===== src/rtl/mem_access_unit_pkg.sv =====
// Shared types and defaults for the load/store front end.
package mem_pkg;

   localparam int unsigned DEF_WORDS  = 128;
   localparam int unsigned DEF_ADDR_W = 9;
   localparam int unsigned DATA_W     = 32;

   typedef enum logic [1:0] {
      SZ_BYTE = 2'b00,
      SZ_HALF = 2'b01,
      SZ_WORD = 2'b10,
      SZ_ILL  = 2'b11
   } size_e;

   typedef enum logic [2:0] {
      ST_IDLE,
      ST_READ,
      ST_WSETUP,
      ST_WPULSE,
      ST_WHOLD,
      ST_RESP
   } state_e;

   // Illegal size or a lane that does not match the access alignment.
   function automatic logic req_misaligned(input size_e size, input logic [1:0] lane);
      case (size)
         SZ_BYTE: return 1'b0;
         SZ_HALF: return lane[0];
         SZ_WORD: return lane != 2'b00;
         default: return 1'b1;
      endcase
   endfunction

endpackage


===== src/rtl/mem_access_unit_if.sv =====
// Request/response handshake bundle between the CPU datapath and the unit.
interface mem_access_unit_if
   import mem_pkg::*;
#(
   parameter int unsigned ADDR_W = DEF_ADDR_W
);
   logic              req_valid;
   logic              req_ready;
   logic              req_we;
   logic [1:0]        req_size;
   logic              req_signed;
   logic [ADDR_W-1:0] req_addr;
   logic [DATA_W-1:0] req_wdata;
   logic              resp_valid;
   logic              resp_ready;
   logic [DATA_W-1:0] resp_rdata;
   logic              resp_err;

   modport master (
      output req_valid, req_we, req_size, req_signed, req_addr, req_wdata, resp_ready,
      input  req_ready, resp_valid, resp_rdata, resp_err
   );

   modport slave (
      input  req_valid, req_we, req_size, req_signed, req_addr, req_wdata, resp_ready,
      output req_ready, resp_valid, resp_rdata, resp_err
   );
endinterface


===== src/rtl/mem_access_unit_lane_align.sv =====
// Byte/half lane extraction for loads and lane merge for sub-word stores.
module lane_align
   import mem_pkg::*;
(
   input  logic [DATA_W-1:0] word,
   input  logic [1:0]        lane,
   input  size_e             size,
   input  logic              sgn,
   input  logic [DATA_W-1:0] wdata,
   output logic [DATA_W-1:0] load_data_c,
   output logic [DATA_W-1:0] store_word_c
);

   logic [7:0]  byte_v;
   logic [15:0] half_v;

   // Select the addressed byte and half from the RAM word.
   always_comb begin
      byte_v = word[7:0];
      case (lane)
         2'd0:    byte_v = word[7:0];
         2'd1:    byte_v = word[15:8];
         2'd2:    byte_v = word[23:16];
         default: byte_v = word[31:24];
      endcase
      half_v = lane[1] ? word[31:16] : word[15:0];
   end

   // Right-align the selected lane and extend it.
   always_comb begin
      load_data_c = word;
      case (size)
         SZ_BYTE: load_data_c = {{24{sgn & byte_v[7]}}, byte_v};
         SZ_HALF: load_data_c = {{16{sgn & half_v[15]}}, half_v};
         default: load_data_c = word;
      endcase
   end

   // Overlay the low byte/half of the store data onto the old word.
   always_comb begin
      store_word_c = wdata;
      case (size)
         SZ_BYTE: begin
            store_word_c = word;
            case (lane)
               2'd0:    store_word_c[7:0]   = wdata[7:0];
               2'd1:    store_word_c[15:8]  = wdata[7:0];
               2'd2:    store_word_c[23:16] = wdata[7:0];
               default: store_word_c[31:24] = wdata[7:0];
            endcase
         end
         SZ_HALF: begin
            store_word_c = word;
            if (lane[1]) store_word_c[31:16] = wdata[15:0];
            else         store_word_c[15:0]  = wdata[15:0];
         end
         default: store_word_c = wdata;
      endcase
   end

endmodule


===== src/rtl/mem_access_unit.sv =====
// Load/store front end for a 32-bit word RAM with a level-sensitive write strobe.
module mem_access_unit
   import mem_pkg::*;
#(
   parameter int unsigned WORDS  = DEF_WORDS,
   parameter int unsigned ADDR_W = DEF_ADDR_W
) (
   input  logic              clk,
   input  logic              rst_n,
   mem_access_unit_if.slave  bus,
   output logic [DATA_W-1:0] ram_addr,
   output logic [DATA_W-1:0] ram_din,
   input  logic [DATA_W-1:0] ram_dout,
   output logic              ram_rw
);

   localparam int unsigned IDX_W = $clog2(WORDS);

   state_e              state;
   logic                we_q;
   size_e               size_q;
   logic                sgn_q;
   logic [1:0]          lane_q;
   logic [DATA_W-1:0]   wdata_q;

   logic [ADDR_W-1:0]   addr_c;
   logic [IDX_W-1:0]    idx_c;
   size_e               size_c;
   logic                err_c;
   logic [DATA_W-1:0]   load_data_c;
   logic [DATA_W-1:0]   store_word_c;

   assign addr_c = bus.req_addr;
   assign idx_c  = addr_c[IDX_W+1:2];
   assign size_c = size_e'(bus.req_size);
   assign err_c  = req_misaligned(size_c, addr_c[1:0]);

   lane_align u_lane_align (
      .word         (ram_dout),
      .lane         (lane_q),
      .size         (size_q),
      .sgn          (sgn_q),
      .wdata        (wdata_q),
      .load_data_c  (load_data_c),
      .store_word_c (store_word_c)
   );

   // Access sequencer: read / setup / pulse / hold / respond, all outputs registered.
   always_ff @(posedge clk or negedge rst_n) begin
      if (!rst_n) begin
         state          <= ST_IDLE;
         bus.req_ready  <= 1'b1;
         bus.resp_valid <= 1'b0;
         bus.resp_rdata <= '0;
         bus.resp_err   <= 1'b0;
         ram_addr       <= '0;
         ram_din        <= '0;
         ram_rw         <= 1'b0;
         we_q           <= 1'b0;
         size_q         <= SZ_BYTE;
         sgn_q          <= 1'b0;
         lane_q         <= '0;
         wdata_q        <= '0;
      end else begin
         case (state)
            ST_IDLE: begin
               if (bus.req_valid && bus.req_ready) begin
                  bus.req_ready <= 1'b0;
                  we_q          <= bus.req_we;
                  size_q        <= size_c;
                  sgn_q         <= bus.req_signed;
                  lane_q        <= addr_c[1:0];
                  wdata_q       <= bus.req_wdata;
                  if (err_c) begin
                     // Rejected request: respond immediately, RAM untouched.
                     bus.resp_valid <= 1'b1;
                     bus.resp_err   <= 1'b1;
                     bus.resp_rdata <= '0;
                     state          <= ST_RESP;
                  end else begin
                     ram_addr <= DATA_W'(idx_c);
                     if (bus.req_we && size_c == SZ_WORD) begin
                        ram_din <= bus.req_wdata;
                        state   <= ST_WSETUP;
                     end else begin
                        state <= ST_READ;
                     end
                  end
               end
            end
            ST_READ: begin
               if (we_q) begin
                  ram_din <= store_word_c;
                  state   <= ST_WSETUP;
               end else begin
                  bus.resp_rdata <= load_data_c;
                  bus.resp_err   <= 1'b0;
                  bus.resp_valid <= 1'b1;
                  state          <= ST_RESP;
               end
            end
            ST_WSETUP: begin
               ram_rw <= 1'b1;
               state  <= ST_WPULSE;
            end
            ST_WPULSE: begin
               ram_rw <= 1'b0;
               state  <= ST_WHOLD;
            end
            ST_WHOLD: begin
               bus.resp_rdata <= '0;
               bus.resp_err   <= 1'b0;
               bus.resp_valid <= 1'b1;
               state          <= ST_RESP;
            end
            ST_RESP: begin
               if (bus.resp_ready) begin
                  bus.resp_valid <= 1'b0;
                  bus.req_ready  <= 1'b1;
                  state          <= ST_IDLE;
               end
            end
            default: state <= ST_IDLE;
         endcase
      end
   end

endmodule


===== src/flat_wrapper.sv =====
// flat-port wrapper written by rule: the top's interface ports become plain ports
module mem_access_unit_flat import mem_pkg::*;
#(
   parameter int unsigned WORDS  = DEF_WORDS,
   parameter int unsigned ADDR_W = DEF_ADDR_W
)
  (clk, rst_n, ram_addr, ram_din, ram_dout, ram_rw, bus_req_valid, bus_req_we, bus_req_size, bus_req_signed, bus_req_addr, bus_req_wdata, bus_resp_ready, bus_req_ready, bus_resp_valid, bus_resp_rdata, bus_resp_err);
  mem_access_unit_if #(.ADDR_W(ADDR_W)) bus_i ();
  input  logic clk;
  input  logic rst_n;
  output logic [DATA_W-1:0] ram_addr;
  output logic [DATA_W-1:0] ram_din;
  input  logic [DATA_W-1:0] ram_dout;
  output logic ram_rw;
  input wire logic [$bits(bus_i.req_valid)-1:0] bus_req_valid;
  input wire logic [$bits(bus_i.req_we)-1:0] bus_req_we;
  input wire logic [$bits(bus_i.req_size)-1:0] bus_req_size;
  input wire logic [$bits(bus_i.req_signed)-1:0] bus_req_signed;
  input wire logic [$bits(bus_i.req_addr)-1:0] bus_req_addr;
  input wire logic [$bits(bus_i.req_wdata)-1:0] bus_req_wdata;
  input wire logic [$bits(bus_i.resp_ready)-1:0] bus_resp_ready;
  output wire logic [$bits(bus_i.req_ready)-1:0] bus_req_ready;
  output wire logic [$bits(bus_i.resp_valid)-1:0] bus_resp_valid;
  output wire logic [$bits(bus_i.resp_rdata)-1:0] bus_resp_rdata;
  output wire logic [$bits(bus_i.resp_err)-1:0] bus_resp_err;
  assign bus_i.req_valid = bus_req_valid;
  assign bus_i.req_we = bus_req_we;
  assign bus_i.req_size = bus_req_size;
  assign bus_i.req_signed = bus_req_signed;
  assign bus_i.req_addr = bus_req_addr;
  assign bus_i.req_wdata = bus_req_wdata;
  assign bus_i.resp_ready = bus_resp_ready;
  assign bus_req_ready = bus_i.req_ready;
  assign bus_resp_valid = bus_i.resp_valid;
  assign bus_resp_rdata = bus_i.resp_rdata;
  assign bus_resp_err = bus_i.resp_err;
  mem_access_unit #(.WORDS(WORDS), .ADDR_W(ADDR_W)) u_core (.clk(clk), .rst_n(rst_n), .bus(bus_i), .ram_addr(ram_addr), .ram_din(ram_din), .ram_dout(ram_dout), .ram_rw(ram_rw));
endmodule

===== config.mk =====
export PLATFORM = sky130hd
export DESIGN_NAME = mem_access_unit_flat
export DESIGN_NICKNAME = d
export VERILOG_FILES = /design/src/rtl/mem_access_unit_pkg.sv /design/src/rtl/mem_access_unit_if.sv /design/src/rtl/mem_access_unit_lane_align.sv /design/src/rtl/mem_access_unit.sv /design/src/flat_wrapper.sv
export SDC_FILE = /design/constraint.sdc
export NUM_CORES = 1
export LEC_CHECK = 0
export CORE_UTILIZATION = 45
export CTS_BUF_LIST = sky130_fd_sc_hd__clkbuf_8
export CTS_CLUSTER_SIZE = 12
export DETAILED_ROUTE_END_ITERATION = 10
export GPL_TIMING_DRIVEN = 1
export PLACE_DENSITY = 0.74
export SYNTH_ARGS = -nofsm -noshare
export SYNTH_HDL_FRONTEND = slang
export SYNTH_SLANG_ARGS = --single-unit

===== constraint.sdc =====
create_clock -name clk -period 3.65 [get_ports clk]
set_clock_uncertainty 0.15 [all_clocks]
set_input_delay 0.365 -clock clk [delete_from_list [all_inputs] [get_ports clk]]
set_output_delay 0.365 -clock clk [all_outputs]
set_load 0.02 [all_outputs]

==> results of run 1 <==
## layer usage
layer  part of all wire  vias to the layer above
met5                  0                        -
met4              0.029                        0
met3              0.083                       42
met2               0.45                      318
met1               0.43                     2812
li1                   -                     2550
## registers in the layout, indices dropped and copies added, names as in the netlist
| signal | flops |
|---|---|
| u_core.state | 3 |
| u_core.we_q | 1 |
| u_core.ram_addr | 7 |
| u_core.lane_q | 2 |
| u_core.size_q | 2 |
| u_core.bus.resp_valid | 1 |
| u_core.ram_din | 32 |
| u_core.wdata_q | 32 |
| u_core.bus.req_ready | 1 |
| u_core.sgn_q | 1 |
| u_core.bus.resp_err | 1 |
| u_core.bus.resp_rdata | 32 |
| u_core.ram_rw | 1 |
## final cells by class
cell class                      count  area [µm²]  area share
Clock buffer                       18         248      0.0294
Clock inverter                     14         153      0.0181
Inverter                           26        97.6      0.0116
Multi-Input combinational cell    427        3160       0.374
Sequential cell                   116        2910       0.344
Tap cell                          180         225      0.0267
Timing Repair Buffer              167        1650       0.196
## logic make-up (layout without fill, tap and decap cells)
group	Yosys count	after routing	synth area share
AOI/OAI and AO/OA	184	184	0.219
DFF	116	116	0.444
and+or+nand+nor	141	141	0.116
buffers and inverters	106	225	0.0882
muxes	77	77	0.132
other	1	25	0.000573
## synth_stat cells (all sizes together), types with 3 or more instances
library cell / instances
a211o: 8
a211oi: 14
a21o: 8
a21oi: 23
a221o: 17
a221oi: 25
a31oi: 4
a41oi: 8
and2: 3
buf: 50
clkbuf: 28
dfrtp: 115
inv: 25
mux2: 66
mux2i: 10
nand2: 37
nand2b: 12
nand3: 18
nand3b: 9
nor2: 16
nor2b: 18
nor3: 12
nor3b: 9
o21ai: 20
o22ai: 25
o2bb2ai: 26
## path summary, 6_finish.rpt
check                           cells past startpoint                        end
max in group asynchronous                           3       u_core.bus.req_ready
min in group asynchronous                           2         u_core.ram_addr[2]
worst min register to register                      1  u_core.bus.resp_rdata[12]
worst max register to register                      5  u_core.bus.resp_rdata[25]
worst max-delay path                                5  u_core.bus.resp_rdata[25]
worst min-delay path                                1  u_core.bus.resp_rdata[12]
## power groups by stage
stage / clock (mW) / sequential (mW) / combinational, mW
finish: 1.20 / 2.52 / 3.86
global route: 1.29 / 2.59 / 4.14
CTS: 1.22 / 2.49 / 3.85
detailed placement: 0 / 2.51 / 3.82
global placement: 0 / 2.49 / 3.71
floorplan: 0 / 2.65 / 2.32
## through the flow
step | hold slack [ns] | setup WS, ns | util
2_1_floorplan | -0.0806 | 1.70 | -
3_3_place_gp | 0.314 | 1.10 | 0.572
3_5_place_dp | 0.323 | 1.02 | 0.572
4_1_cts | 0.339 | 1.02 | 0.601
5_1_grt | 0.356 | 0.803 | 0.601
6_report | 0.335 | 1.00 | 0.601
## what timing repair did
item / CTS / global route
endpoints found under the hold margin: 74 / 0
hold buffers: 1 / 0
endpoints found under the setup margin: 0 / 0
## critical path, stage by stage, from the launching register on
cell,delay [ns]
sky130_fd_sc_hd__dfrtp_1,0.61
sky130_fd_sc_hd__nor3b_4,0.28
sky130_fd_sc_hd__buf_4,0.31
sky130_fd_sc_hd__nand2b_2,0.24
sky130_fd_sc_hd__a2111oi_4,0.77
sky130_fd_sc_hd__a221o_1,0.22
==> impl_metrics.env, run 1 <==
export IMPL_setup_viol=0
export IMPL_max_cap_viol_count=0
export IMPL_grt_met1_usage=0.365
export IMPL_dieArea_um2=15000
export IMPL_mean_number_of_vias_per_cell=6.04
export IMPL_antenna_left=0
export IMPL_peakVddDrop_v=0.000477
export IMPL_grt_util_met3=0.0581
export IMPL_fp_dieW_um=123
export IMPL_number_of_sinks_driven_by_the_clock_tree=116
export IMPL_final_hold_viol_count=0
export IMPL_yosys_most_used_dff="sky130_fd_sc_hd__dfrtp_1"
export IMPL_yosysTopAreaCellShare=0.440
export IMPL_cts_tree="done"
export IMPL_synthToLayoutAreaGrowth_pct=29.0
export IMPL_post_cts_resized=0
export IMPL_detail_route_first_pass_iterations=5
export IMPL_floorplan_rows=43
export IMPL_p_leak_nw=3.53
export IMPL_number_of_flops_mapped_to_enable_cells_by_yosys=0
export IMPL_maxSlewViolCount=0
export IMPL_unrepaired_setup_endpoints_after_global_routing="false"
export IMPL_syn_avg_cell_area_um2=10.5
export IMPL_globalRouteOverflowTotal=0
export IMPL_clock_path_buffers=2
export IMPL_crit_path_end_kind="flop"
export IMPL_drive_gt1_frac=0.163
export IMPL_synthCells=625
export IMPL_path_clk_slew_ns=0.07
export IMPL_critical_path_startpoint_type="flop"
export IMPL_grt_usage=0.267
export IMPL_layoutNonFillerInstCount=948
export IMPL_antenna_diode_count=0
export IMPL_seq_power_share=0.332
export IMPL_gp_routability_congestion=0.879
export IMPL_die_height_um=123
export IMPL_layout_commonest_cell="sky130_fd_sc_hd__clkdlybuf4s50_1"
export IMPL_post_synth_top_area_cell="sky130_fd_sc_hd__dfrtp_1"
export IMPL_power_density_nw_per_um2=897
export IMPL_cts_inserted_buffers=17
export IMPL_netlist_area_um2=6540
export IMPL_total_switching_power_mw=3.27
export IMPL_arrival_ns=2.88
export IMPL_routed_wirelength_um=19400
export IMPL_synth_area_top_cells="sky130_fd_sc_hd__dfrtp_1 (44%), sky130_fd_sc_hd__mux2_2 (11%), sky130_fd_sc_hd__a221oi_1 (3.3%)"
export IMPL_worstSetupPathType="flop to flop"
export IMPL_outcome="completed"
export IMPL_postSynth_asyncResetShare=1.00
export IMPL_critical_path_required_ns=3.88
export IMPL_count_of_buffers_added_by_post_cts_timing_repair_for_setup=0
export IMPL_path_class_of_the_lowest_slack_min_delay_path="flop to flop"
export IMPL_drtIter0Drc=509
export IMPL_antenna_found_initial=0
export IMPL_total_power_mw=7.57
export IMPL_floorplan_core_area_um2=14000
export IMPL_hold_path_startpoint="u_core.bus.resp_rdata[12]"
export IMPL_setup_worst_path_start="u_core.state[0]"
export IMPL_grt_start_max_net_pins=76
export IMPL_routed_wire_length_per_instance_um=20.4
export IMPL_cts_h_tree_depth=4
export IMPL_worstMarginPinSlew_ns=1.03
export IMPL_root_buffer="sky130_fd_sc_hd__clkbuf_8"
export IMPL_timing_reg2reg_setup_slack_ns=1.00
export IMPL_crit_fanout=22
export IMPL_timing_fmax_mhz=377
export IMPL_synth_cell_type_count=53
export IMPL_finish_instance_area_um2=8440
export IMPL_tcrit_tclk_final=0.726
export IMPL_pwr_share_clk=0.158
export IMPL_synth_seq_cells=116
export IMPL_busiest_layer="met2"
export IMPL_worst_skew_pair_late_latency_ns=0.45
export IMPL_top_level_ports=181
export IMPL_synth_warning_count=0
export IMPL_setup_tns_final_ns=0
export IMPL_final_nets=836
export IMPL_floorplan_initialDensity=0.466
export IMPL_crit_reg2reg_launch="u_core.state[0]"
export IMPL_routed_via_count=5722
export IMPL_power_share_switching=0.431
export IMPL_post_dp_cell_area_um2=8030
export IMPL_globalRouteMet2Util=0.409
export IMPL_layout_filler_cells=1150
export IMPL_synth_seq_area_share=0.444
export IMPL_period_minus_slack_ns=2.65
export IMPL_slew_headroom=0.314
export IMPL_first_pass_grt_wire_length_um=30200
export IMPL_grt_pass1_vias=5666
export IMPL_layout_common_cells="sky130_fd_sc_hd__clkdlybuf4s50_1 (154), sky130_fd_sc_hd__dfrtp_1 (114), sky130_fd_sc_hd__mux2_2 (66)"
export IMPL_p_comb_frac=0.509
export IMPL_power_report_internal_total_mw=4.31
export IMPL_numPlacedInstances=915
export IMPL_drt_drc_violations_left=0
export IMPL_number_of_buffer_cells_added_on_primary_ports=155
export IMPL_post_detail_place_hpwl_um=13900
Note: power is estimated with default switching activity, not from simulation.
==> run 2, diff against run 1 <==
--- a/config.mk
+++ b/config.mk
@@ -10,7 +10,7 @@
 export CTS_CLUSTER_SIZE = 12
 export DETAILED_ROUTE_END_ITERATION = 10
 export GPL_TIMING_DRIVEN = 1
-export PLACE_DENSITY = 0.74
+export PLACE_DENSITY = 0.77
 export SYNTH_ARGS = -nofsm -noshare
 export SYNTH_HDL_FRONTEND = slang
 export SYNTH_SLANG_ARGS = --single-unit
==> constraint.sdc (replaced) <==
create_clock -name clk -period 2.1 [get_ports clk]
set_clock_uncertainty 0.15 [all_clocks]
set_input_delay 0.21 -clock clk [delete_from_list [all_inputs] [get_ports clk]]
set_output_delay 0.21 -clock clk [all_outputs]
set_load 0.02 [all_outputs]
==> impl_metrics.env, run 2 (synthesized netlist as in run 1, its figures left out) <==
export IMPL_outcome="completed"
export IMPL_p_comb_frac=0.546
export IMPL_holdPathStages=2
export IMPL_cts_h_tree_depth=4
export IMPL_final_setup_worst_slack_ns=0.105
export IMPL_routed_via_count=5889
export IMPL_critical_path_required_ns=2.29
export IMPL_maxSlewViolCount=0
export IMPL_grt_usage=0.275
export IMPL_drt_drc_violations_left=0
export IMPL_routed_wire_length_per_instance_um=20.3
export IMPL_placement_setup_worst_slack_ns=-0.312
export IMPL_layoutNonFillerInstCount=983
export IMPL_crit_path_end_kind="flop"
export IMPL_root_buffer="sky130_fd_sc_hd__clkbuf_8"
export IMPL_floorplan_initialDensity=0.466
export IMPL_setup_viol=0
export IMPL_die_height_um=123
export IMPL_pwr_share_clk=0.161
export IMPL_power_density_nw_per_um2=1580
export IMPL_maximum_single_stage_delay_on_the_critical_path_ns=0.42
export IMPL_fp_dieW_um=123
export IMPL_worst_skew_pair_late_latency_ns=0.46
export IMPL_layout_filler_cells=1136
export IMPL_clock_path_buffers=2
export IMPL_number_of_buffer_cells_added_on_primary_ports=155
export IMPL_path_clk_slew_ns=0.08
export IMPL_antenna_found_initial=0
export IMPL_finish_instance_area_um2=8850
export IMPL_period_minus_slack_ns=2.00
export IMPL_antenna_diode_count=0
export IMPL_mean_number_of_vias_per_cell=5.99
export IMPL_timing_fmax_mhz=501
export IMPL_numPlacedInstances=947
export IMPL_sequence_of_cells_on_the_critical_path="or3b_4 > o2bb2ai_4 > a31oi_4 > buf_12 > buf_12 > a221o_1"
export IMPL_biggestRegsByFlops="u_core.bus.resp_rdata: 32 flops, u_core.ram_din: 32 flops, u_core.wdata_q: 32 flops"
export IMPL_routed_wirelength_um=19900
export IMPL_total_switching_power_mw=5.88
export IMPL_power_report_internal_total_mw=8.12
export IMPL_final_core_util=0.630
export IMPL_first_pass_grt_wire_length_um=31100
export IMPL_path_buf_inv=2
export IMPL_crit_fanout=20
export IMPL_max_cap_viol_count=0
export IMPL_synthToLayoutAreaGrowth_pct=35.3
export IMPL_critical_path_slowest_cell="sky130_fd_sc_hd__or3b_4"
export IMPL_drtIter0Drc=610
export IMPL_cts_tree="done"
export IMPL_worstMarginPinSlew_ns=0.624
export IMPL_hold_ws_ns=0.221
export IMPL_layout_common_cells="sky130_fd_sc_hd__clkdlybuf4s50_1 (154), sky130_fd_sc_hd__dfrtp_1 (114), sky130_fd_sc_hd__mux2_2 (66)"
export IMPL_grt_start_max_net_pins=117
export IMPL_post_detail_place_hpwl_um=14200
export IMPL_critical_path_startpoint_type="flop"
export IMPL_tcrit_tclk_final=0.950
export IMPL_worst_path_most_repeated_cell="sky130_fd_sc_hd__buf_12"
export IMPL_final_hold_viol_count=0
export IMPL_floorplan_rows=43
export IMPL_unrepaired_setup_endpoints_after_global_routing="false"
export IMPL_seq_power_share=0.293
export IMPL_critical_path_cell_count=6
export IMPL_antenna_left=0
export IMPL_grt_pass1_vias=5635
export IMPL_post_dp_cell_area_um2=8360
export IMPL_dieArea_um2=15000
export IMPL_slew_headroom=0.584
export IMPL_floorplan_core_area_um2=14000
export IMPL_worstSetupPathType="flop to flop"
export IMPL_timing_reg2reg_worst_path_depth=6
export IMPL_detail_route_first_pass_iterations=6
export IMPL_cts_inserted_buffers=17
export IMPL_top_level_ports=181
export IMPL_layout_commonest_cell="sky130_fd_sc_hd__clkdlybuf4s50_1"
export IMPL_gp_routability_congestion=0.872
export IMPL_drive_gt1_frac=0.205
export IMPL_final_nets=871
export IMPL_peakVddDrop_v=0.000738
export IMPL_path_class_of_the_lowest_slack_min_delay_path="primary input to flop"
export IMPL_globalRouteOverflowTotal=0
export IMPL_setup_tns_final_ns=0
export IMPL_power_share_switching=0.420
export IMPL_worst_path_dominant_cell_family="compound AO/OA/AOI/OAI gates"
export IMPL_total_power_mw=14.0
export IMPL_number_of_sinks_driven_by_the_clock_tree=116
export IMPL_p_leak_nw=3.74
export IMPL_arrival_ns=2.19
## run 2: changes by cell type in the layout (fill, tap and decap cells not counted), sizes merged
| cell | previous run | this run |
|---|---|---|
| clkinvlp | 4 | 5 |
| buf | 12 | 47 |
| clkinv | 7 | 4 |
| bufinv | 2 | 3 |
| inv | 27 | 28 |
## run 2: power groups by stage
stage	Combinational, mW	Sequential, mW	Clock, mW
floorplan	4.03	4.60	0
global placement	7.30	4.05	0
detailed placement	7.50	4.10	0
CTS	7.54	4.08	2.28
global route	8.21	4.22	2.38
finish	7.64	4.10	2.26
## run 2: layout make-up
type / count / area (µm²) / share of cell area
clock buffer: 18 / 248 / 0.0280
clock inverter: 14 / 176 / 0.0199
inverter: 26 / 97.6 / 0.0110
multi-input combinational: 427 / 3180 / 0.360
sequential: 116 / 2910 / 0.328
tap: 180 / 225 / 0.0255
timing repair buffer: 202 / 2010 / 0.227
## run 2: what timing repair did
action,4_1_cts,5_1_grt
pin swaps,1,0
resized for setup,0,8
setup buffers,2,1
hold buffers,1,0
endpoints found under the hold margin,115,0
endpoints found under the setup margin,16,39
## run 2: worst paths after layout
kind	from	end	slack (ns)
setup reg to reg	u_core.state[0]	u_core.bus.resp_rdata[27]	0.10
max in group asynchronous	rst_n	u_core.ram_din[29]	1.09
setup / recovery	u_core.state[0]	u_core.bus.resp_rdata[27]	0.10
hold / removal	bus_req_addr[6]	u_core.ram_addr[4]	0.22
hold reg to reg	u_core.bus.resp_rdata[9]	u_core.bus.resp_rdata[9]	0.33
min in group asynchronous	rst_n	u_core.ram_addr[3]	0.23
## run 2: metal layers
metal | wire, µm | vias to the layer above | global-route usage
met1 | 8730 | 2933 | 0.389
li1 | - | 2618 | -
met4 | 531 | 0 | 0.0998
met2 | 9290 | 298 | 0.415
met5 | 0 | - | 0
met3 | 1370 | 40 | 0.0567
==> run 3, diff against run 2 <==
--- a/config.mk
+++ b/config.mk
@@ -10,7 +10,7 @@
 export CTS_CLUSTER_SIZE = 12
 export DETAILED_ROUTE_END_ITERATION = 10
 export GPL_TIMING_DRIVEN = 1
-export PLACE_DENSITY = 0.77
+export PLACE_DENSITY = 0.74
 export SYNTH_ARGS = -nofsm -noshare
 export SYNTH_HDL_FRONTEND = slang
 export SYNTH_SLANG_ARGS = --single-unit
==> constraint.sdc (replaced) <==
create_clock -name clk -period 2 [get_ports clk]
set_clock_uncertainty 0.15 [all_clocks]
set_input_delay 0.2 -clock clk [delete_from_list [all_inputs] [get_ports clk]]
set_output_delay 0.2 -clock clk [all_outputs]
set_load 0.02 [all_outputs]
==> impl_metrics.env, run 3 (synthesized netlist as in run 1, its figures left out) <==
export IMPL_path_class_of_the_lowest_slack_min_delay_path="primary input to asynchronous set/reset pin"
export IMPL_first_pass_grt_wire_length_um=30900
export IMPL_dieArea_um2=15000
export IMPL_power_report_internal_total_mw=8.43
export IMPL_worstSetupPathType="flop to flop"
export IMPL_final_nets=874
export IMPL_timing_reg2reg_setup_slack_ns=0.06
export IMPL_drive_gt1_frac=0.222
export IMPL_antenna_left=0
export IMPL_seq_power_share=0.301
export IMPL_grt_pass1_vias=5592
export IMPL_maxSlewViolCount=0
export IMPL_grt_start_max_net_pins=48
export IMPL_drtIter0Drc=476
export IMPL_floorplan_core_area_um2=14000
export IMPL_antenna_diode_count=0
export IMPL_globalRouteOverflowTotal=0
export IMPL_fp_dieW_um=123
export IMPL_max_cap_viol_count=0
export IMPL_outcome="completed"
export IMPL_detail_route_first_pass_iterations=5
export IMPL_biggestRegsByFlops="u_core.bus.resp_rdata: 32 flops, u_core.ram_din: 32 flops, u_core.wdata_q: 32 flops"
export IMPL_arrival_ns=2.11
export IMPL_power_share_switching=0.418
export IMPL_cts_h_tree_depth=4
export IMPL_layout_common_cells="sky130_fd_sc_hd__clkdlybuf4s50_1 (153), sky130_fd_sc_hd__dfrtp_1 (109), sky130_fd_sc_hd__mux2_2 (66)"
export IMPL_crit_path_end_kind="flop"
export IMPL_total_switching_power_mw=6.06
export IMPL_pwr_share_clk=0.142
export IMPL_grt_usage=0.274
export IMPL_critical_path_startpoint_type="flop"
export IMPL_number_of_sinks_driven_by_the_clock_tree=116
export IMPL_timing_reg2reg_worst_path_depth=5
export IMPL_slew_headroom=0.555
export IMPL_root_buffer="sky130_fd_sc_hd__clkbuf_8"
export IMPL_floorplan_initialDensity=0.466
export IMPL_antenna_found_initial=0
export IMPL_routed_wire_length_per_instance_um=19.9
export IMPL_peakVddDrop_v=0.000795
export IMPL_crit_fanout=28
export IMPL_synthToLayoutAreaGrowth_pct=36.0
export IMPL_routed_via_count=5788
export IMPL_cts_inserted_buffers=17
export IMPL_p_leak_nw=3.79
export IMPL_p_comb_frac=0.557
export IMPL_top_level_ports=181
export IMPL_period_minus_slack_ns=1.94
export IMPL_cts_tree="done"
export IMPL_final_setup_worst_slack_ns=0.0628
export IMPL_timing_fmax_mhz=516
export IMPL_final_hold_viol_count=0
export IMPL_gp_routability_congestion=0.858
export IMPL_clock_path_buffers=2
export IMPL_routed_wirelength_um=19600
export IMPL_die_height_um=123
export IMPL_critical_path_required_ns=2.17
export IMPL_worstMarginPinSlew_ns=0.667
export IMPL_mean_number_of_vias_per_cell=5.87
export IMPL_number_of_buffer_cells_added_on_primary_ports=155
export IMPL_floorplan_rows=43
export IMPL_layout_commonest_cell="sky130_fd_sc_hd__clkdlybuf4s50_1"
export IMPL_setup_tns_final_ns=0
export IMPL_tcrit_tclk_final=0.969
export IMPL_post_detail_place_hpwl_um=14500
export IMPL_path_clk_slew_ns=0.07
export IMPL_crit_reg2reg_launch="u_core.state[1]"
export IMPL_worst_skew_pair_late_latency_ns=0.44
export IMPL_drt_drc_violations_left=0
export IMPL_setup_viol=0
export IMPL_regToRegEndpoint="u_core.bus.resp_rdata[31]"
export IMPL_placement_setup_worst_slack_ns=-0.448
export IMPL_power_density_nw_per_um2=1630
run 3: changes by cell type in the layout (fill, tap and decap cells not counted), moves of 4 or more:
cell                       before  now
sky130_fd_sc_hd__dfrtp_2        1    6
sky130_fd_sc_hd__buf_12         8   12
sky130_fd_sc_hd__dfrtp_1      114  109
sky130_fd_sc_hd__clkinv_2       1    7
run 3: worst max-delay path by stage:
stage	cells after the start	endpoint	slack, ns	start
after floorplan	6	u_core.bus.resp_rdata[16]	0.05	u_core.state[2]
after global routing	6	u_core.ram_din[23]	-0.01	u_core.lane_q[0]
after CTS	4	u_core.ram_din[7]	0.005	u_core.lane_q[1]
after global placement	5	u_core.bus.resp_rdata[27]	-0.30	ram_dout[31]
after detailed placement	5	u_core.bus.resp_rdata[31]	-0.45	ram_dout[31]
final	5	u_core.bus.resp_rdata[31]	0.06	u_core.state[1]
run 3: layer usage:
metal  vias to the layer above  track usage  wire [µm]
li1                       2622            -          -
met5                         -            0          0
met2                       284        0.411       9150
met1                      2847        0.387       8670
met4                         0        0.108        449
met3                        35       0.0553       1360
run 3: power groups by stage:
stage	combinational, mW	sequential (mW)	clock, mW
final	8.07	4.36	2.05
after global routing	8.66	4.50	2.21
after CTS	7.95	4.32	2.08
after detailed placement	7.91	4.34	0
after global placement	7.72	4.30	0
after floorplan	4.23	4.83	0
run 3: cell type report:
type                       count  area (µm²)
tap                          180         225
multi-input combinational    427        3210
inverter                      26        97.6
fill                        1132        5150
clock buffer                  18         248
clock inverter                14         121
sequential                   116        2910
timing repair buffer         205        2080
run 3: through the flow:
stage	hold slack, ns	std cells	area (µm²)	utilization	power [mW]
6_report	0.0704	986	8890	0.633	14.5
5_1_grt	0.0807	986	8890	0.633	15.4
4_1_cts	0.0559	986	8830	0.629	14.4
3_5_place_dp	-0.000582	952	8430	0.600	12.2
3_3_place_gp	-0.00606	952	8430	0.600	12.0
2_1_floorplan	-0.246	649	6630	-	9.06
run 3: what timing repair did:
action,4_1_cts,5_1_grt
endpoints found under the setup margin,22,48
setup buffers,1,0
endpoints found under the hold margin,115,0
resized for setup,1,19
hold buffers,1,0
pin swaps,1,1
run 3: worst max-delay path, cell delays in order (launching register included):
cell                        delay (ns)
sky130_fd_sc_hd__dfrtp_2          0.45
sky130_fd_sc_hd__or3b_4           0.44
sky130_fd_sc_hd__o2bb2ai_4        0.17
sky130_fd_sc_hd__a31oi_4          0.06
sky130_fd_sc_hd__buf_12           0.19
sky130_fd_sc_hd__a221o_1          0.36
